`src/rtl/mem_access_ctrl.sv`:
```
// SLC-3 memory path sequencer: strobes MAR/MDR and times the SRAM control pins
// for single-beat reads and writes, ending each transaction with a one-cycle done pulse.
module mem_access_ctrl #(
    parameter int WAIT_CYCLES = 2,
    parameter int CNT_W       = 4
) (
    input  logic Clk,
    input  logic Reset,
    input  logic rd_req,
    input  logic wr_req,
    output logic ready,
    output logic busy,
    output logic done,
    output logic ld_mar,
    output logic ld_mdr,
    output logic mio_en,
    output logic mem_drive,
    output logic CE_N,
    output logic OE_N,
    output logic WE_N
);

    typedef enum logic [2:0] {IDLE, LOAD_MAR, ACCESS, HOLD, DONE} state_t;

    localparam logic [CNT_W-1:0] CNT_LAST = CNT_W'(WAIT_CYCLES - 1);

    state_t           state, state_nxt;
    logic [CNT_W-1:0] cnt, cnt_nxt;
    logic             op_wr, op_wr_nxt;
    logic             last;

    assign last = (cnt == CNT_LAST);

    always_ff @(posedge Clk) begin
        if (Reset) begin
            state <= IDLE;
            cnt   <= '0;
            op_wr <= 1'b0;
        end else begin
            state <= state_nxt;
            cnt   <= cnt_nxt;
            op_wr <= op_wr_nxt;
        end
    end

    // Outputs depend only on state, cnt and op_wr, never on the request inputs.
    always_comb begin
        state_nxt = state;
        cnt_nxt   = cnt;
        op_wr_nxt = op_wr;
        ready     = 1'b0;
        busy      = 1'b1;
        done      = 1'b0;
        ld_mar    = 1'b0;
        ld_mdr    = 1'b0;
        mio_en    = 1'b0;
        mem_drive = 1'b0;
        CE_N      = 1'b1;
        OE_N      = 1'b1;
        WE_N      = 1'b1;
        case (state)
            IDLE: begin
                ready = 1'b1;
                busy  = 1'b0;
                if (rd_req) begin
                    state_nxt = LOAD_MAR;
                    op_wr_nxt = 1'b0;
                end else if (wr_req) begin
                    state_nxt = LOAD_MAR;
                    op_wr_nxt = 1'b1;
                end
            end
            LOAD_MAR: begin
                ld_mar    = 1'b1;
                ld_mdr    = op_wr;
                cnt_nxt   = '0;
                state_nxt = ACCESS;
            end
            ACCESS: begin
                CE_N = 1'b0;
                if (op_wr) begin
                    WE_N      = 1'b0;
                    mem_drive = 1'b1;
                end else begin
                    OE_N   = 1'b0;
                    mio_en = 1'b1;
                    ld_mdr = last;
                end
                cnt_nxt = last ? '0 : cnt + 1'b1;
                if (last) state_nxt = op_wr ? HOLD : DONE;
            end
            HOLD: begin
                // Keep data on the pins one cycle past the WE_N rising edge.
                CE_N      = 1'b0;
                mem_drive = 1'b1;
                state_nxt = DONE;
            end
            DONE: begin
                done      = 1'b1;
                state_nxt = IDLE;
            end
            default: state_nxt = IDLE;
        endcase
    end

    a_oe_we_excl:  assert property (@(posedge Clk) !(!OE_N && !WE_N));
    a_drive_oe:    assert property (@(posedge Clk) !(mem_drive && !OE_N));
    a_cnt_bound:   assert property (@(posedge Clk) cnt <= CNT_LAST);

endmodule
```
`config.mk`:
```
export PLATFORM = sky130hd
export DESIGN_NAME = mem_access_ctrl
export DESIGN_NICKNAME = d
export VERILOG_FILES = /design/src/rtl/mem_access_ctrl.sv
export SDC_FILE = /design/constraint.sdc
export NUM_CORES = 1
export LEC_CHECK = 0
export ABC_AREA = 1
export CAP_MARGIN = 40
export CORE_AREA = 5 5 42 44
export DETAILED_ROUTE_END_ITERATION = 8
export DIE_AREA = 0 0 47 49
export GPL_TIMING_DRIVEN = 0
export PLACE_DENSITY = 0.6
export SYNTH_ARGS = -nofsm -noshare
export SYNTH_HDL_FRONTEND = slang
export SYNTH_SLANG_ARGS = --single-unit
```
`constraint.sdc`:
```
create_clock -name Clk -period 2.9 [get_ports Clk]
set_input_delay 0.725 -clock Clk [delete_from_list [all_inputs] [get_ports Clk]]
set_output_delay 0.725 -clock Clk [all_outputs]
set_load 0.005 [all_outputs]
```
==> results of run 1 <==
## path summary, 6_finish.rpt
kind | endpoint | slack (ns)
min | cnt[3] | 0.52
min reg2reg | cnt[3] | 0.52
max reg2reg | state[2] | 1.76
max | ld_mdr | 0.47
## worst reg2reg max path, cell delays in order (launching register included)
cell and delay, ns:
dfxtp_1 0.40, inv_1 0.06, ha_1 0.17, nand2_1 0.17, nand2_1 0.09, nand2_1 0.08
nor3_1 0.04
## Yosys cell counts
cell / instances
nand2_4: 1
a21oi_1: 7
nand3b_1: 2
nand4_1: 1
nand2_1: 12
o22ai_1: 1
ha_1: 2
inv_1: 9
nor2_2: 1
o21ai_0: 2
inv_2: 2
nor2_1: 9
dfxtp_1: 8
nor3_1: 2
nand3_1: 11
nor2_4: 1
## layout by cell type, fill, tap and decap left out
cell type	count
clkdlybuf4s50_1	13
nand2_1	12
nand3_1	11
inv_1	9
nor2_1	9
dfxtp_1	8
a21oi_1	7
clkbuf_4	3
inv_2	2
nor3_1	2
o21ai_0	2
nand3b_1	2
ha_1	2
nand2_4	1
nor2_4	1
o22ai_1	1
nor2_2	1
nand4_1	1
## cells by family (layout without fill, tap and decap cells)
group	count (synthesis)	after routing
buffers and inverters	11	27
AO/OA/AOI/OAI	10	10
flip-flops	8	8
adder cells (fa/ha/maj)	2	2
AND/OR/NAND/NOR	40	40
## cell type report
type,instances,share of cell area
multi-input cells,52,0.419
flip-flops and latches,8,0.249
repair buffers,13,0.202
inverters,11,0.0641
clock buffers,3,0.0350
well taps,16,0.0311
## state kept, by name, summed over array words and instances, names as in the netlist
signal / flops
state: 3
op_wr: 1
cnt: 4
## metrics by stage
step | utilization | hold slack [ns] | std cells | total power (W) | area (µm²)
floorplan | - | 0.482 | 71 | 0.000348 | 472
global placement | 0.444 | 0.515 | 100 | 0.000501 | 622
detailed placement | 0.444 | 0.511 | 100 | 0.000500 | 622
CTS | 0.460 | 0.519 | 103 | 0.000588 | 644
global route | 0.460 | 0.549 | 103 | 0.000639 | 644
finish | 0.460 | 0.516 | 103 | 0.000580 | 644
## routing by layer
layer  vias to the layer above  part of all wire
met5                         -                 0
met4                         0             0.025
met3                         4             0.050
met2                        11              0.44
met1                       204              0.48
li1                        270                 -
## power by group through the flow
stage	logic [W]	registers, W	clock network, W
after global placement	0.000323	0.000178	0
after global routing	0.000360	0.000179	0.000100
after CTS	0.000325	0.000174	0.0000892
after floorplan	0.000179	0.000169	0
after detailed placement	0.000323	0.000177	0
final	0.000320	0.000174	0.0000859
==> key figures, run 1 <==
Run status
  • Status: finished clean

Routing
  • Iter 0 DRT Violations: 16
  • WL per Instance: 10.3 µm
  • Vias: 489
  • Vias/cell: 4.75
  • 1st-pass router iterations: 4
  • WL final: ~1.1 mm
  • DRT antenna net count: 0
  • DRC violations left: 0

Hold path
  • HP Class: reg -> reg
  • Worst hold path cell count: 2
  • HP Start: cnt[3]

CTS
  • CTS buffer count: 3
  • Max Buffers Root-to-Sink: 2
  • Clk_lat worst skew: between 0.2 and 0.3 ns
  • Clk sink count: 8
  • Setup repair bufs after CTS: 0
  • Clk root buf: clkbuf_4
  • Cts hold-fix bufs: 0
  • Clk pin slew, worst setup/hold paths: 0.06 ns
  • H-Tree Depth: 1
  • Resized Gates After CTS: 0
  • CTS tree: yes

Power
  • Sw Pwr: 0.000237 W
  • Power Dens Cells: 900 nW/µm²
  • Clock power frac: 0.148
  • Internal: 0.000343 W
  • Leakage power: around 0.28 nW
  • Max VDD drop: about 470 µV
  • Reg power frac: 0.300
  • Combinational share of power: 0.552
  • Switching share of total power: 0.408

Global routing
  • Vias in the first global route: roughly 400
  • Global-route wire length before repair: 1.70 mm
  • Met2 Use GR: 0.140
  • Met3 Usage GRT: 0.0443
  • Antenna violations before repair: 0
  • Largest net degree at the start of global routing: 8
  • GRT busiest layer: met2
  • All-layer global routing usage: 0.105
  • Routing usage on met1: 0.133
  • Total gr overflow: 0

Critical path
  • Crit path required time: 2.17 ns
  • Startpoint types: flop
  • Reg2Reg Launch Point: cnt[1]
  • CP Cell Sequence: nand3_1 -> o22ai_1 -> clkdlybuf4s50_1
  • CP top delay family: buffers and inverters
  • CP Launch Point: state[0]
  • Setup CP Type: reg -> out
  • CP endpoint kind: output pin
  • Worst Path Max Fanout: 7
  • Worst path bufs/invs: 1
  • CP max stage delay: 0.52 ns
  • CP Depth: 3
  • Critical-path top delay cell: clkdlybuf4s50_1
  • Worst R2R Path Depth: 6
  • Worst EP arrival: 1.71 ns

Placed design
  • Hpwl dp: 822 µm
  • I/O Buffers: 13
  • Worst slack, placed: 0.736 ns
  • GPL Wtd Cong: 0.758

Synthesis
  • Syn Nets: 77
  • Mapped Cells: 71
  • Post-synthesis adder-cell area fraction: 0.0531
  • Syn avg cell area: 6.64 µm²
  • Largest area contributor in the netlist: dfxtp_1
  • Largest family of logic cells by synthesized area: simple AND/OR/NAND/NOR gates
  • Post-synthesis xor/xnor area fraction: 0
  • Post-synthesis mux area share: 0
  • Simple logic cell fraction of the synthesized area: 0.411
  • Compound-Gate Fraction of Synth Area: 0.109
  • Share of the synthesized area in the top cell type: 0.340
  • FF+latch count, synth: 8
  • Seq/Total Area, Yosys: 0.340
  • Mapped Area: around 470 µm²
  • Top post-synthesis cells by area: dfxtp_1, nand3_1, nand2_1
  • Synth Warn #: 0
  • Unique masters post-synth: 16

Finish
  • Nets@finish: 95
  • Diode count: 0
  • Fill cells: 166
  • Share of cells above drive strength 1: 0.0920
  • Register area: roughly 160 µm²
  • Multi-input gate area: 270 µm²
  • Synth-to-layout area growth: 36.6%

STA
  • F_max: 411 MHz
  • Sum Neg Setup Slack: 0 ns
  • Crit share post-route: 0.839
  • Worst slew pin tran: 0.262 ns
  • RSZ-0062 raised after global routing: no
  • Setup Skew: 0.00765 ns
  • Post-layout minimum cycle time: about 2.4 ns
  • # setup viols final: 0
  • Final max-slew violation count: 0
  • Relative slew slack: 0.825
  • Final setup margin: 0.466 ns
  • Final hold vios: 0

Floorplanning
  • Core ar.: 1400 µm²
  • Initial Utilization: 0.337
  • Die area: around 2300 µm²
  • Ports: 14
  • Die width: 47 µm
  • Die Height: 49 µm
  • Placement Rows: 14

Run
  • Max-cap check violation count: 0
(Power assumes the default switching activity.)
==> inputs of run 2 (changes only) <==
--- a/config.mk
+++ b/config.mk
@@ -11,7 +11,7 @@
 export DETAILED_ROUTE_END_ITERATION = 8
 export DIE_AREA = 0 0 47 49
 export GPL_TIMING_DRIVEN = 0
-export PLACE_DENSITY = 0.6
+export PLACE_DENSITY = 0.62
 export SYNTH_ARGS = -nofsm -noshare
 export SYNTH_HDL_FRONTEND = slang
 export SYNTH_SLANG_ARGS = --single-unit
==> constraint.sdc (replaced) <==
create_clock -name Clk -period 2.2 [get_ports Clk]
set_input_delay 0.55 -clock Clk [delete_from_list [all_inputs] [get_ports Clk]]
set_output_delay 0.55 -clock Clk [all_outputs]
set_load 0.005 [all_outputs]
==> run 2 against run 1 <==
  * Non-clock buffer count rose by 1
  * Core utilization grew 1.3 points
  * Die area unchanged
  * Flip-flop and latch count is the same
  * First-iteration DRC count decreased by 69%
  * Global-route usage grew 1.3 points
  * Power is 38% higher
  * Critical path depth grew 3
  * Routed wire length increased by 11%
  * Hold slack hardly changed
  * Register-to-register slack got worse by 0.74 ns
  * Largest cell class unchanged
  * Highest routed layer unchanged
==> key figures, run 2 (synthesis results as in run 1) <==
Power
  • Leakage power: 0.306 nW
  • Power Dens Cells: ~1200 nW/µm²
  • Max VDD drop: 548 µV

STA
  • Setup Skew: 0.00140 ns
  • F_max: 478 MHz
  • Relative slew slack: 0.820
  • Final setup margin: 0.106 ns
  • Post-layout minimum cycle time: 2.09 ns
  • Sum Neg Setup Slack: 0 ns
  • Final hold vios: 0
  • RSZ-0062 raised after global routing: no
  • Crit share post-route: 0.952
  • # setup viols final: 0
  • Final max-slew violation count: 0
  • Worst slew pin tran: 0.269 ns

Critical path
  • CP Cell Sequence: inv_2 -> nand2_4 -> nor2_4 -> nand2_1 -> inv_1 -> clkdlybuf4s50_1
  • Worst EP arrival: 1.54 ns
  • Worst R2R Path Depth: 7
  • CP endpoint kind: output pin
  • Critical-path top delay cell: clkdlybuf4s50_1
  • Reg2Reg Launch Point: cnt[1]
  • Startpoint types: flop
  • Worst Path Max Fanout: 5
  • Reg2reg setup slack: 1.02 ns
  • Setup CP Type: reg -> out
  • Crit path required time: around 1.7 ns
  • CP max stage delay: ~0.5 ns
  • CP Launch Point: state[2]

Finish
  • Share of cells above drive strength 1: 0.136
  • Commonest non-fill, non-tap cells in the layout: nand2_1, clkdlybuf4s50_1, nand3_1
  • Diode count: 0
  • Synth-to-layout area growth: 40.3%
  • Max FFs per register: 4
  • Top flop regs: cnt (4), state (3), op_wr (1)
  • Fill cells: 147
  • Biggest register: cnt
  • Nets@finish: 96

CTS
  • Cts hold-fix bufs: 0
  • H-Tree Depth: 1
  • Clk root buf: clkbuf_4
  • Clk pin slew, worst setup/hold paths: 0.05 ns
  • CTS tree: yes
  • Clk_lat worst skew: ~0.26 ns
  • Max Buffers Root-to-Sink: 2
  • Clk sink count: 8
  • CTS buffer count: 3

Global routing
  • Vias in the first global route: 485
  • All-layer global routing usage: 0.118
  • Total gr overflow: 0
  • Global-route wire length before repair: approximately 2.0 mm
  • Largest net degree at the start of global routing: 8
  • Antenna violations before repair: 0

Routing
  • DRC violations left: 0
  • WL per Instance: ~11 µm
  • Iter 0 DRT Violations: 5
  • Vias/cell: 5.13
  • WL final: roughly 1.2 mm
  • 1st-pass router iterations: 4
  • Vias: around 530
  • DRT antenna net count: 0

Placed design
  • Worst slack, placed: roughly 0.18 ns
  • I/O Buffers: 13
  • Hpwl dp: 842 µm
  • GPL Wtd Cong: between 0.8 and 0.9

Floorplanning
  • Initial Utilization: 0.337
  • Placement Rows: 14
  • Die area: 2300 µm²
  • Die width: 47 µm
  • Die Height: 49 µm
  • Ports: 14
  • Core ar.: 1400 µm²

Hold path
  • HP Start: cnt[3]
  • Worst hold path cell count: 2
  • HP Class: reg -> reg

Run status
  • Status: finished clean

Run
  • Max-cap check violation count: 0
-- run 2: worst paths after layout --
path	to
setup / recovery	mio_en
hold / removal	cnt[3]
setup reg to reg	state[1]
hold reg to reg	cnt[3]
-- run 2: per-stage QoR --
step | area (µm²) | hold slack, ns | instances | total power (W) | utilization
after floorplan | 472 | 0.482 | 71 | 0.000458 | -
after global placement | 622 | 0.508 | 100 | 0.000660 | 0.444
after detailed placement | 622 | 0.506 | 100 | 0.000665 | 0.444
after CTS | 659 | 0.515 | 104 | 0.000803 | 0.471
after global routing | 662 | 0.549 | 104 | 0.000872 | 0.472
final | 662 | 0.516 | 104 | 0.000802 | 0.472
-- run 2: area by class of cell --
class | count | area, µm² | area share
Inverter | 11 | 41.3 | 0.0624
Sequential cell | 8 | 163 | 0.246
Clock buffer | 3 | 22.5 | 0.0340
Timing Repair Buffer | 14 | 140 | 0.212
Tap cell | 16 | 20.0 | 0.0302
Multi-Input combinational cell | 52 | 275 | 0.416
-- run 2: where the power goes --
part	total (W)	internal, W	switching (W)
registers	0.000236	0.000185	0.0000509
logic	0.000452	0.000222	0.000230
clock network	0.000115	0.0000626	0.0000522
total	0.000802	0.000469	0.000333
-- run 2: layer usage --
metal | part of all wire | vias up | routed length (µm) | global-route usage
met4 | 0.0085 | 0 | 10 | 0.0553
met3 | 0.061 | 2 | 72 | 0.0443
met5 | 0 | - | 0 | 0
met1 | 0.46 | 249 | 539 | 0.153
met2 | 0.47 | 13 | 553 | 0.167
li1 | - | 270 | - | -
-- run 2: what timing repair did --
item                       4_1_cts  5_1_grt
buffers inserted                 1        0
setup endpoints to repair        1        1
pin swaps                        1        0
resized for setup                3        1
-- run 2: worst max-delay path: cells and delay by family (launching register included) --
family,cells,cell delay [ns]
DFF,1,0.34
and+or+nand+nor,3,0.28
buffers and inverters,3,0.67
